==> src/rtl/hex_fmt_if.sv <==
// Handshake bundle between the word source, the hex formatter and the UART transmit FIFO.
// slave is the formatter side; master is the side that feeds words and drains bytes.
interface hex_fmt_if #(
    parameter int WORD_BITS = 32
);
    logic                 i_valid;
    logic [WORD_BITS-1:0] i_word;
    logic                 o_ready;
    logic                 o_valid;
    logic [7:0]           o_data;
    logic                 i_ready;
    logic                 o_busy;
    logic [15:0]          o_lines;

    modport slave (
        input  i_valid, i_word, i_ready,
        output o_ready, o_valid, o_data, o_busy, o_lines
    );

    modport master (
        output i_valid, i_word, i_ready,
        input  o_ready, o_valid, o_data, o_busy, o_lines
    );
endinterface

==> src/rtl/hex_fmt.sv <==
// Prints one word per line as ASCII hex (MSB nibble first) followed by CR LF or LF.
// Latency: first byte valid 1 cycle after word accept, then one byte per cycle.
// Backpressure: byte held stable while !i_ready; no new word taken until the line ends.
module hex_fmt #(
    parameter int WORD_BITS = 32,
    parameter bit UPPERCASE = 1'b1,
    parameter bit EOL_CRLF  = 1'b1
) (
    input  logic     clk,
    input  logic     i_reset_n,
    hex_fmt_if.slave bus
);
    localparam int NIBS  = WORD_BITS / 4;
    localparam int CNT_W = (NIBS > 1) ? $clog2(NIBS) : 1;
    localparam logic [CNT_W-1:0] LAST_NIB = CNT_W'(NIBS - 1);

    typedef enum logic [1:0] {
        IDLE = 2'd0,
        HEX  = 2'd1,
        CR   = 2'd2,
        LF   = 2'd3
    } state_t;

    state_t               state_q, state_d;
    logic [WORD_BITS-1:0] word_q, word_d;
    logic [CNT_W-1:0]     cnt_q, cnt_d;
    logic                 valid_q, valid_d;
    logic [7:0]           data_q, data_d;
    logic [15:0]          lines_q, lines_d;

    logic                 xfer;
    logic [CNT_W-1:0]     cnt_nxt;
    logic [WORD_BITS-1:0] word_shift;

    function automatic logic [7:0] nib2asc(input logic [3:0] n);
        if (n < 4'd10) begin
            return 8'h30 + {4'h0, n};
        end
        // 0x37 + 10 = 'A', 0x57 + 10 = 'a'
        return (UPPERCASE ? 8'h37 : 8'h57) + {4'h0, n};
    endfunction

    assign xfer       = valid_q && bus.i_ready;
    assign cnt_nxt    = cnt_q + CNT_W'(1);
    assign word_shift = word_q << {cnt_nxt, 2'b00};

    always_comb begin
        state_d = state_q;
        word_d  = word_q;
        cnt_d   = cnt_q;
        valid_d = valid_q;
        data_d  = data_q;
        lines_d = lines_q;

        case (state_q)
            IDLE: begin
                if (bus.i_valid) begin
                    word_d  = bus.i_word;
                    cnt_d   = '0;
                    state_d = HEX;
                    valid_d = 1'b1;
                    data_d  = nib2asc(bus.i_word[WORD_BITS-1 -: 4]);
                end
            end
            HEX: begin
                if (xfer) begin
                    if (cnt_q == LAST_NIB) begin
                        state_d = EOL_CRLF ? CR : LF;
                        data_d  = EOL_CRLF ? 8'h0D : 8'h0A;
                    end else begin
                        cnt_d  = cnt_nxt;
                        data_d = nib2asc(word_shift[WORD_BITS-1 -: 4]);
                    end
                end
            end
            CR: begin
                if (xfer) begin
                    state_d = LF;
                    data_d  = 8'h0A;
                end
            end
            LF: begin
                // Returning through IDLE costs one cycle before the next word is taken.
                if (xfer) begin
                    state_d = IDLE;
                    valid_d = 1'b0;
                    lines_d = lines_q + 16'd1;
                end
            end
            default: state_d = IDLE;
        endcase
    end

    always_ff @(posedge clk or negedge i_reset_n) begin
        if (!i_reset_n) begin
            state_q <= IDLE;
            word_q  <= '0;
            cnt_q   <= '0;
            valid_q <= 1'b0;
            data_q  <= 8'h00;
            lines_q <= 16'h0000;
        end else begin
            state_q <= state_d;
            word_q  <= word_d;
            cnt_q   <= cnt_d;
            valid_q <= valid_d;
            data_q  <= data_d;
            lines_q <= lines_d;
        end
    end

    assign bus.o_ready = (state_q == IDLE);
    assign bus.o_busy  = (state_q != IDLE);
    assign bus.o_valid = valid_q;
    assign bus.o_data  = data_q;
    assign bus.o_lines = lines_q;
endmodule

==> src/flat_wrapper.sv <==
// flat-port wrapper written by rule: the top's interface ports become plain ports
module hex_fmt_flat 
#(
    parameter int WORD_BITS = 32,
    parameter bit UPPERCASE = 1'b1,
    parameter bit EOL_CRLF  = 1'b1
)
  (clk, i_reset_n, bus_i_valid, bus_i_word, bus_i_ready, bus_o_ready, bus_o_valid, bus_o_data, bus_o_busy, bus_o_lines);
  hex_fmt_if #(.WORD_BITS(WORD_BITS)) bus_i ();
  input  logic clk;
  input  logic i_reset_n;
  input wire logic [$bits(bus_i.i_valid)-1:0] bus_i_valid;
  input wire logic [$bits(bus_i.i_word)-1:0] bus_i_word;
  input wire logic [$bits(bus_i.i_ready)-1:0] bus_i_ready;
  output wire logic [$bits(bus_i.o_ready)-1:0] bus_o_ready;
  output wire logic [$bits(bus_i.o_valid)-1:0] bus_o_valid;
  output wire logic [$bits(bus_i.o_data)-1:0] bus_o_data;
  output wire logic [$bits(bus_i.o_busy)-1:0] bus_o_busy;
  output wire logic [$bits(bus_i.o_lines)-1:0] bus_o_lines;
  assign bus_i.i_valid = bus_i_valid;
  assign bus_i.i_word = bus_i_word;
  assign bus_i.i_ready = bus_i_ready;
  assign bus_o_ready = bus_i.o_ready;
  assign bus_o_valid = bus_i.o_valid;
  assign bus_o_data = bus_i.o_data;
  assign bus_o_busy = bus_i.o_busy;
  assign bus_o_lines = bus_i.o_lines;
  hex_fmt #(.WORD_BITS(WORD_BITS), .UPPERCASE(UPPERCASE), .EOL_CRLF(EOL_CRLF)) u_core (.clk(clk), .i_reset_n(i_reset_n), .bus(bus_i));
endmodule
==> config.mk <==
export PLATFORM = sky130hd
export DESIGN_NAME = hex_fmt_flat
export DESIGN_NICKNAME = d
export VERILOG_FILES = /design/src/rtl/hex_fmt_if.sv /design/src/rtl/hex_fmt.sv /design/src/flat_wrapper.sv
export SDC_FILE = /design/constraint.sdc
export NUM_CORES = 1
export LEC_CHECK = 0
export CAP_MARGIN = 40
export CORE_AREA = 4 4 80 82
export DETAILED_ROUTE_END_ITERATION = 8
export DIE_AREA = 0 0 84 86
export MAX_ROUTING_LAYER = met4
export PLACE_DENSITY = 0.83
export SLEW_MARGIN = 20
export SYNTH_ARGS = -nofsm -noshare
export SYNTH_HDL_FRONTEND = slang
export SYNTH_SLANG_ARGS = --single-unit
==> constraint.sdc <==
create_clock -name clk -period 3.89 [get_ports clk]
set_clock_uncertainty 0.2 [all_clocks]
set_input_delay 0.5835 -clock clk [delete_from_list [all_inputs] [get_ports clk]]
set_output_delay 0.5835 -clock clk [all_outputs]
set_load 0.01 [all_outputs]
==> metrics.yaml, run 1 <==
logic_synthesis:
  synth-async-reset-ratio: 1.00
  avgSynthCellArea_um2: 12.2
  ys_warn_count: 0
  ys_top_cells_by_area: "dfrtp_1, mux2_2, mux4_2"
  netlist_instances: 252
  ys.flop_type: "dfrtp_1"
  synth_area_leader_cell: "dfrtp_1"
  synth_area_um2: 3090
  synth-edff-count: 0
  ys_seq_area_frac: 0.495
  netlist.area_leader.share: 0.495
  synthTopCellsByCount: "dfrtp_1, mux2_2, nand2_1, nor2_1, xnor2_1"
  post-synth-top-count-cell: "dfrtp_1"
  synth-seq-cells: 61
  synth_cell_types: 45
  syn_nets: 297
worst_setup_path:
  endpoint_kind: "flop"
  path_class: "reg2reg"
  cp_max_fo: 11
  cp.required_ns: 3.91
  r2r_slack_ns: 0.87
  r2r-end: "u_core.bus.o_data[2]$_DFFE_PN0P_"
  startpoint_type: "flop"
  crit_arrival_ns: 3.04
  worstRegToRegCells: 8
  rr_startpoint: "u_core.cnt_q[0]$_DFFE_PN0P_"
clock_tree:
  cts_max_path_buffers: 2
  cts_root_buf: "clkbuf_8"
  clk_latency_ns: 0.34
  post_cts_resized: 0
  cts.reportedPaths.clkPinSlew_ns: 0.07
  postCtsHoldBufs: 0
  cts_sinks: 61
  post-cts-setup-buffers: 0
  cts_tree: "yes"
  cts_buffers: 9
  cts_max_level: 3
power:
  vdd_drop_max_mv: 0.484
  internal-power_w: 0.00204
  power_frac_comb: 0.438
  sw_frac_of_total: 0.343
  p_sw_w: 0.00106
  power_frac_seq: 0.349
  power_frac_clock: 0.213
  finalPower_w: 0.00310
  p_leak_nw: 1.70
  power_density_nw_per_um2: 788
hold_path:
  hold_class: "in2async"
finish:
  fin_nets: 359
  diodes: 0
  syn_to_final_growth_pct: 27.6
  layout-drive-gt1-share: 0.167
routing:
  route.vias.total: 2128
  drtIter0Drc: 117
  routed_wl_um: 6270
  vias_per_cell: 5.41
  drtAntennaViolNets: 0
  dr.pass1.iters: 4
  drcViolationCount: 0
  wl_per_cell_um: 16.0
floorplanning:
  rows: 28
  coreArea_um2: 5750
  die_y_um: 86
  start_util: 0.537
  die_area_um2: 7220
  io-pin-count: 63
  die_w_um: 84
sta:
  max_freq_ghz: 0.331
  rsz0062_at_grt: "false"
  drv_slew: 0
  fin_crit_sh: 0.776
  setup-violations-final: 0
  finalHoldViolCount: 0
  relSlewSlack: 0.575
  min_period_ns: 3.02
  setup_tns_ns: 0
  worst-slew-pin-transition_ns: 0.633
grt:
  overflow: 0
  grt_first_pass_wirelength_um: 10700
  grt_pass1_vias: 2241
  grt_max_degree: 36
  antenna_found_initial: 0
  track_usage: 0.195
placement:
  gp_congestion: 0.844
  port_buffers: 61
  dp_hpwl_um: 4820
run_status:
  outcome: "finished clean"
run:
  cap_violations: 0
-- placed cells by master (no fill, tap or decap), types with 7 or more instances in the layout --
cell	count
mux2_2	26
inv_1	10
dfrtp_1	61
a21oi_1	8
mux2_1	7
xnor2_1	13
nand3_1	8
nand2_1	19
clkdlybuf4s50_1	60
nor2_1	13
clkbuf_8	9
ha_1	9
-- cell families (layout without fill, tap and decap cells) --
group,after synthesis,count (layout),synth area share
compound gates,30,30,0.0596
xor+xnor,16,16,0.0454
fa+ha+maj,9,9,0.0365
buf+inv,22,88,0.0417
flops,61,61,0.495
mux,49,49,0.213
other cells,1,1,0.00121
simple gates,64,64,0.108
-- stage by stage --
| step | utilization | hold slack, ns | setup slack [ns] | instance area [um2] | cells |
|---|---|---|---|---|---|
| 2_1_floorplan | - | 0.0879 | 1.32 | 3090 | 252 |
| 4_1_cts | 0.685 | 0.0656 | 0.834 | 3940 | 393 |
| 3_5_place_dp | 0.646 | 0.257 | 0.843 | 3710 | 378 |
| 3_3_place_gp | 0.646 | 0.257 | 0.971 | 3710 | 378 |
| 6_report | 0.685 | 0.0428 | 0.872 | 3940 | 393 |
| 5_1_grt | 0.685 | 0.0926 | 0.676 | 3940 | 393 |
-- critical path: stages, from the launching register on --
cell	delay, ns
dfrtp_1	0.55
ha_1	0.29
ha_1	0.47
mux4_2	0.39
mux2i_4	0.23
ha_1	0.23
a21oi_1	0.07
o311a_1	0.30
o22a_1	0.18
-- layer usage --
| layer | GRT usage | part of all wire | up-vias |
|---|---|---|---|
| met3 | 0.0394 | 0.045 | 17 |
| li1 | - | - | 1018 |
| met2 | 0.315 | 0.50 | 61 |
| met1 | 0.232 | 0.43 | 1032 |
| met5 | - | 0 | - |
| met4 | 0.104 | 0.033 | 0 |
-- power groups by stage --
stage,Clock [W],Sequential [W],Combinational [W]
6_report,0.000660,0.00108,0.00136
5_1_grt,0.000697,0.00111,0.00150
4_1_cts,0.000667,0.00108,0.00137
3_5_place_dp,0,0.00109,0.00137
3_3_place_gp,0,0.00108,0.00130
2_1_floorplan,0,0.00103,0.00105
-- final cells by class --
cell class	instances	area (um2)
clock inverter	5	100
timing repair buffer	63	621
fill	431	1810
tap	75	93.8
sequential	61	1530
clock buffer	10	128
inverter	10	37.5
multi-input combinational	169	1430
-- flip-flops by register name, indices dropped and copies added (netlist names) --
signal / flops
u_core.word_q: 32
u_core.bus.o_valid: 1
u_core.state_q: 2
u_core.bus.o_data: 7
u_core.cnt_q: 3
u_core.bus.o_lines: 16
-- worst max path at each step --
stage,depth (start not counted),end,startpoint,slack [ns]
finish,8,u_core.bus.o_data[2]$_DFFE_PN0P_,u_core.cnt_q[0]$_DFFE_PN0P_,0.87
global route,7,u_core.bus.o_data[0]$_DFFE_PN0P_,u_core.cnt_q[0]$_DFFE_PN0P_,0.68
CTS,8,u_core.bus.o_data[2]$_DFFE_PN0P_,u_core.cnt_q[0]$_DFFE_PN0P_,0.83
detailed placement,8,u_core.bus.o_data[2]$_DFFE_PN0P_,u_core.cnt_q[0]$_DFFE_PN0P_,0.84
global placement,7,u_core.bus.o_data[2]$_DFFE_PN0P_,u_core.cnt_q[0]$_DFFE_PN0P_,0.97
floorplan,8,u_core.bus.o_data[2]$_DFFE_PN0P_,u_core.cnt_q[0]$_DFFE_PN0P_,1.32
No activity file was read; power rests on OpenSTA's default activity.
==> inputs of run 2 (changes only) <==
Settings changed: CORE_AREA 4 4 80 82 to 4 4 83 85, DIE_AREA 0 0 84 86 to 0 0 87 89, PLACE_DENSITY 0.83 to 0.77.
Clock period 3.89 ns to 2.9 ns, I/O delays scaled along.
==> run 2 against run 1 <==
Effect of this change:
- worst hold slack better by 0.22 ns
- die area up 7.2%
- utilization down 5.5 points
- non-clock buffer count up 3
- via count about the same
- register-to-register slack worse by 0.68 ns
- first-iteration DRC count up 31%
- clock-buffer cell count up 1
- combinational power up 35%
- highest routed layer unchanged
==> metrics.yaml, run 2 (synthesized netlist as in run 1, its figures left out) <==
run_status:
  outcome: "finished clean"
grt:
  grt_pass1_vias: 2055
  overflow: 0
  track_usage: 0.175
  grt_first_pass_wirelength_um: 9850
  grt_max_degree: 62
  antenna_found_initial: 0
clock_tree:
  cts.reportedPaths.clkPinSlew_ns: 0.07
  cts_max_level: 3
  clk_latency_ns: 0.33
  cts_buffers: 9
  cts_tree: "yes"
  cts_root_buf: "clkbuf_8"
  cts_max_path_buffers: 2
  cts_sinks: 61
power:
  vdd_drop_max_mv: 0.559
  internal-power_w: 0.00250
  power_frac_seq: 0.366
  p_sw_w: 0.00139
  power_frac_comb: 0.473
  p_leak_nw: 1.69
  sw_frac_of_total: 0.357
  power_frac_clock: 0.160
  power_density_nw_per_um2: 994
sta:
  rsz0062_at_grt: "false"
  drv_slew: 0
  finalHoldViolCount: 0
  setup_tns_ns: 0
  min_period_ns: 2.71
  max_freq_ghz: 0.369
  fin_crit_sh: 0.933
  setup-violations-final: 0
worst_setup_path:
  startpoint_type: "flop"
  worstRegToRegCells: 8
  r2r-end: "u_core.bus.o_data[2]$_DFFE_PN0P_"
  cp.required_ns: 2.92
  rr_startpoint: "u_core.cnt_q[0]$_DFFE_PN0P_"
  cp_max_fo: 9
  crit_arrival_ns: 2.72
  path_class: "reg2reg"
  endpoint_kind: "flop"
  r2r_slack_ns: 0.19
routing:
  vias_per_cell: 5.33
  wl_per_cell_um: 15.0
  drtAntennaViolNets: 0
  routedLengthMet1_um: 2610
  wl_met3_um: 316
  drtIter0Drc: 153
  route.vias.total: 2126
  routed_wl_um: 5970
  dr.pass1.iters: 4
  wl_met2_um: 2960
  drcViolationCount: 0
  top_layer: "met4"
finish:
  layout-drive-gt1-share: 0.174
  largest_reg_flops: 32
  diodes: 0
  top_register: "u_core.word_q"
  num-fill-cells: 481
  layout_commonest_cell: "dfrtp_1"
  instances_no_fill: 399
  final_util: 0.630
  syn_to_final_growth_pct: 26.7
  layout_common_cells: "dfrtp_1, clkdlybuf4s50_1, mux2_2"
  fin_nets: 362
hold_path:
  hold_end: "u_core.bus.o_lines[15]$_DFFE_PN0P_"
  hold_class: "reg2reg"
  min_from: "u_core.bus.o_lines[15]$_DFFE_PN0P_"
  hold_depth: 1
floorplanning:
  rows: 29
  start_util: 0.497
  die_y_um: 89
  die_area_um2: 7740
  coreArea_um2: 6200
  die_w_um: 87
  io-pin-count: 63
placement:
  place_inst: 382
  port_buffers: 61
  gp_congestion: 0.828
  dp_hpwl_um: 4510
run:
  cap_violations: 0
## run 2: critical path, cell delays in order, from the launching register on
cell,delay [ns]
dfrtp_1,0.38
ha_1,0.21
ha_2,0.44
mux4_2,0.35
mux2i_4,0.23
ha_1,0.23
a21oi_1,0.08
o311a_1,0.30
o22a_1,0.17
## run 2: repair_timing
action	4_1_cts	5_1_grt
resized for setup	0	1
hold buffers	1	0
endpoints found under the setup margin	0	3
hold endpoints to repair	61	0
setup buffers	0	0
## run 2: power groups by stage
stage / registers, W / logic (W) / clock network [W]
2_1_floorplan: 0.00138 / 0.00141 / 0
3_3_place_gp: 0.00142 / 0.00180 / 0
3_5_place_dp: 0.00144 / 0.00185 / 0
4_1_cts: 0.00143 / 0.00186 / 0.000638
5_1_grt: 0.00146 / 0.00206 / 0.000689
6_report: 0.00142 / 0.00184 / 0.000623
## run 2: area by class of cell
type | count | area [um2] | area share
flip-flops and latches | 61 | 1530 | 0.390
clock inverters | 5 | 27.5 | 0.00704
well taps | 77 | 96.3 | 0.0246
multi-input cells | 169 | 1430 | 0.367
clock buffers | 11 | 131 | 0.0336
repair buffers | 66 | 658 | 0.168
inverters | 10 | 37.5 | 0.00960
## run 2: worst max path at each step
| stage | startpoint | to | slack [ns] | cells after the start |
|---|---|---|---|---|
| floorplan | u_core.cnt_q[0]$_DFFE_PN0P_ | u_core.bus.o_data[2]$_DFFE_PN0P_ | 0.33 | 8 |
| global placement | u_core.cnt_q[0]$_DFFE_PN0P_ | u_core.bus.o_data[2]$_DFFE_PN0P_ | 0.22 | 7 |
| detailed placement | u_core.cnt_q[0]$_DFFE_PN0P_ | u_core.bus.o_data[2]$_DFFE_PN0P_ | 0.12 | 8 |
| CTS | u_core.cnt_q[0]$_DFFE_PN0P_ | u_core.bus.o_data[2]$_DFFE_PN0P_ | 0.11 | 8 |
| global route | u_core.cnt_q[0]$_DFFE_PN0P_ | u_core.bus.o_data[2]$_DFFE_PN0P_ | 0.009 | 8 |
| finish | u_core.cnt_q[0]$_DFFE_PN0P_ | u_core.bus.o_data[2]$_DFFE_PN0P_ | 0.19 | 8 |
## run 2: stage by stage
step	hold slack, ns	total power [W]	area (um2)	setup slack (ns)
2_1_floorplan	-0.0606	0.00279	3090	0.325
3_3_place_gp	0.256	0.00322	3740	0.220
3_5_place_dp	0.260	0.00329	3740	0.120
4_1_cts	0.272	0.00392	3910	0.110
5_1_grt	0.297	0.00421	3910	0.00891
6_report	0.267	0.00389	3910	0.193
## run 2: metal layers
layer | up-vias | track usage
li1 | 1030 | -
met1 | 1032 | 0.211
met2 | 56 | 0.275
met3 | 8 | 0.0562
met4 | 0 | 0.0623
met5 | - | -
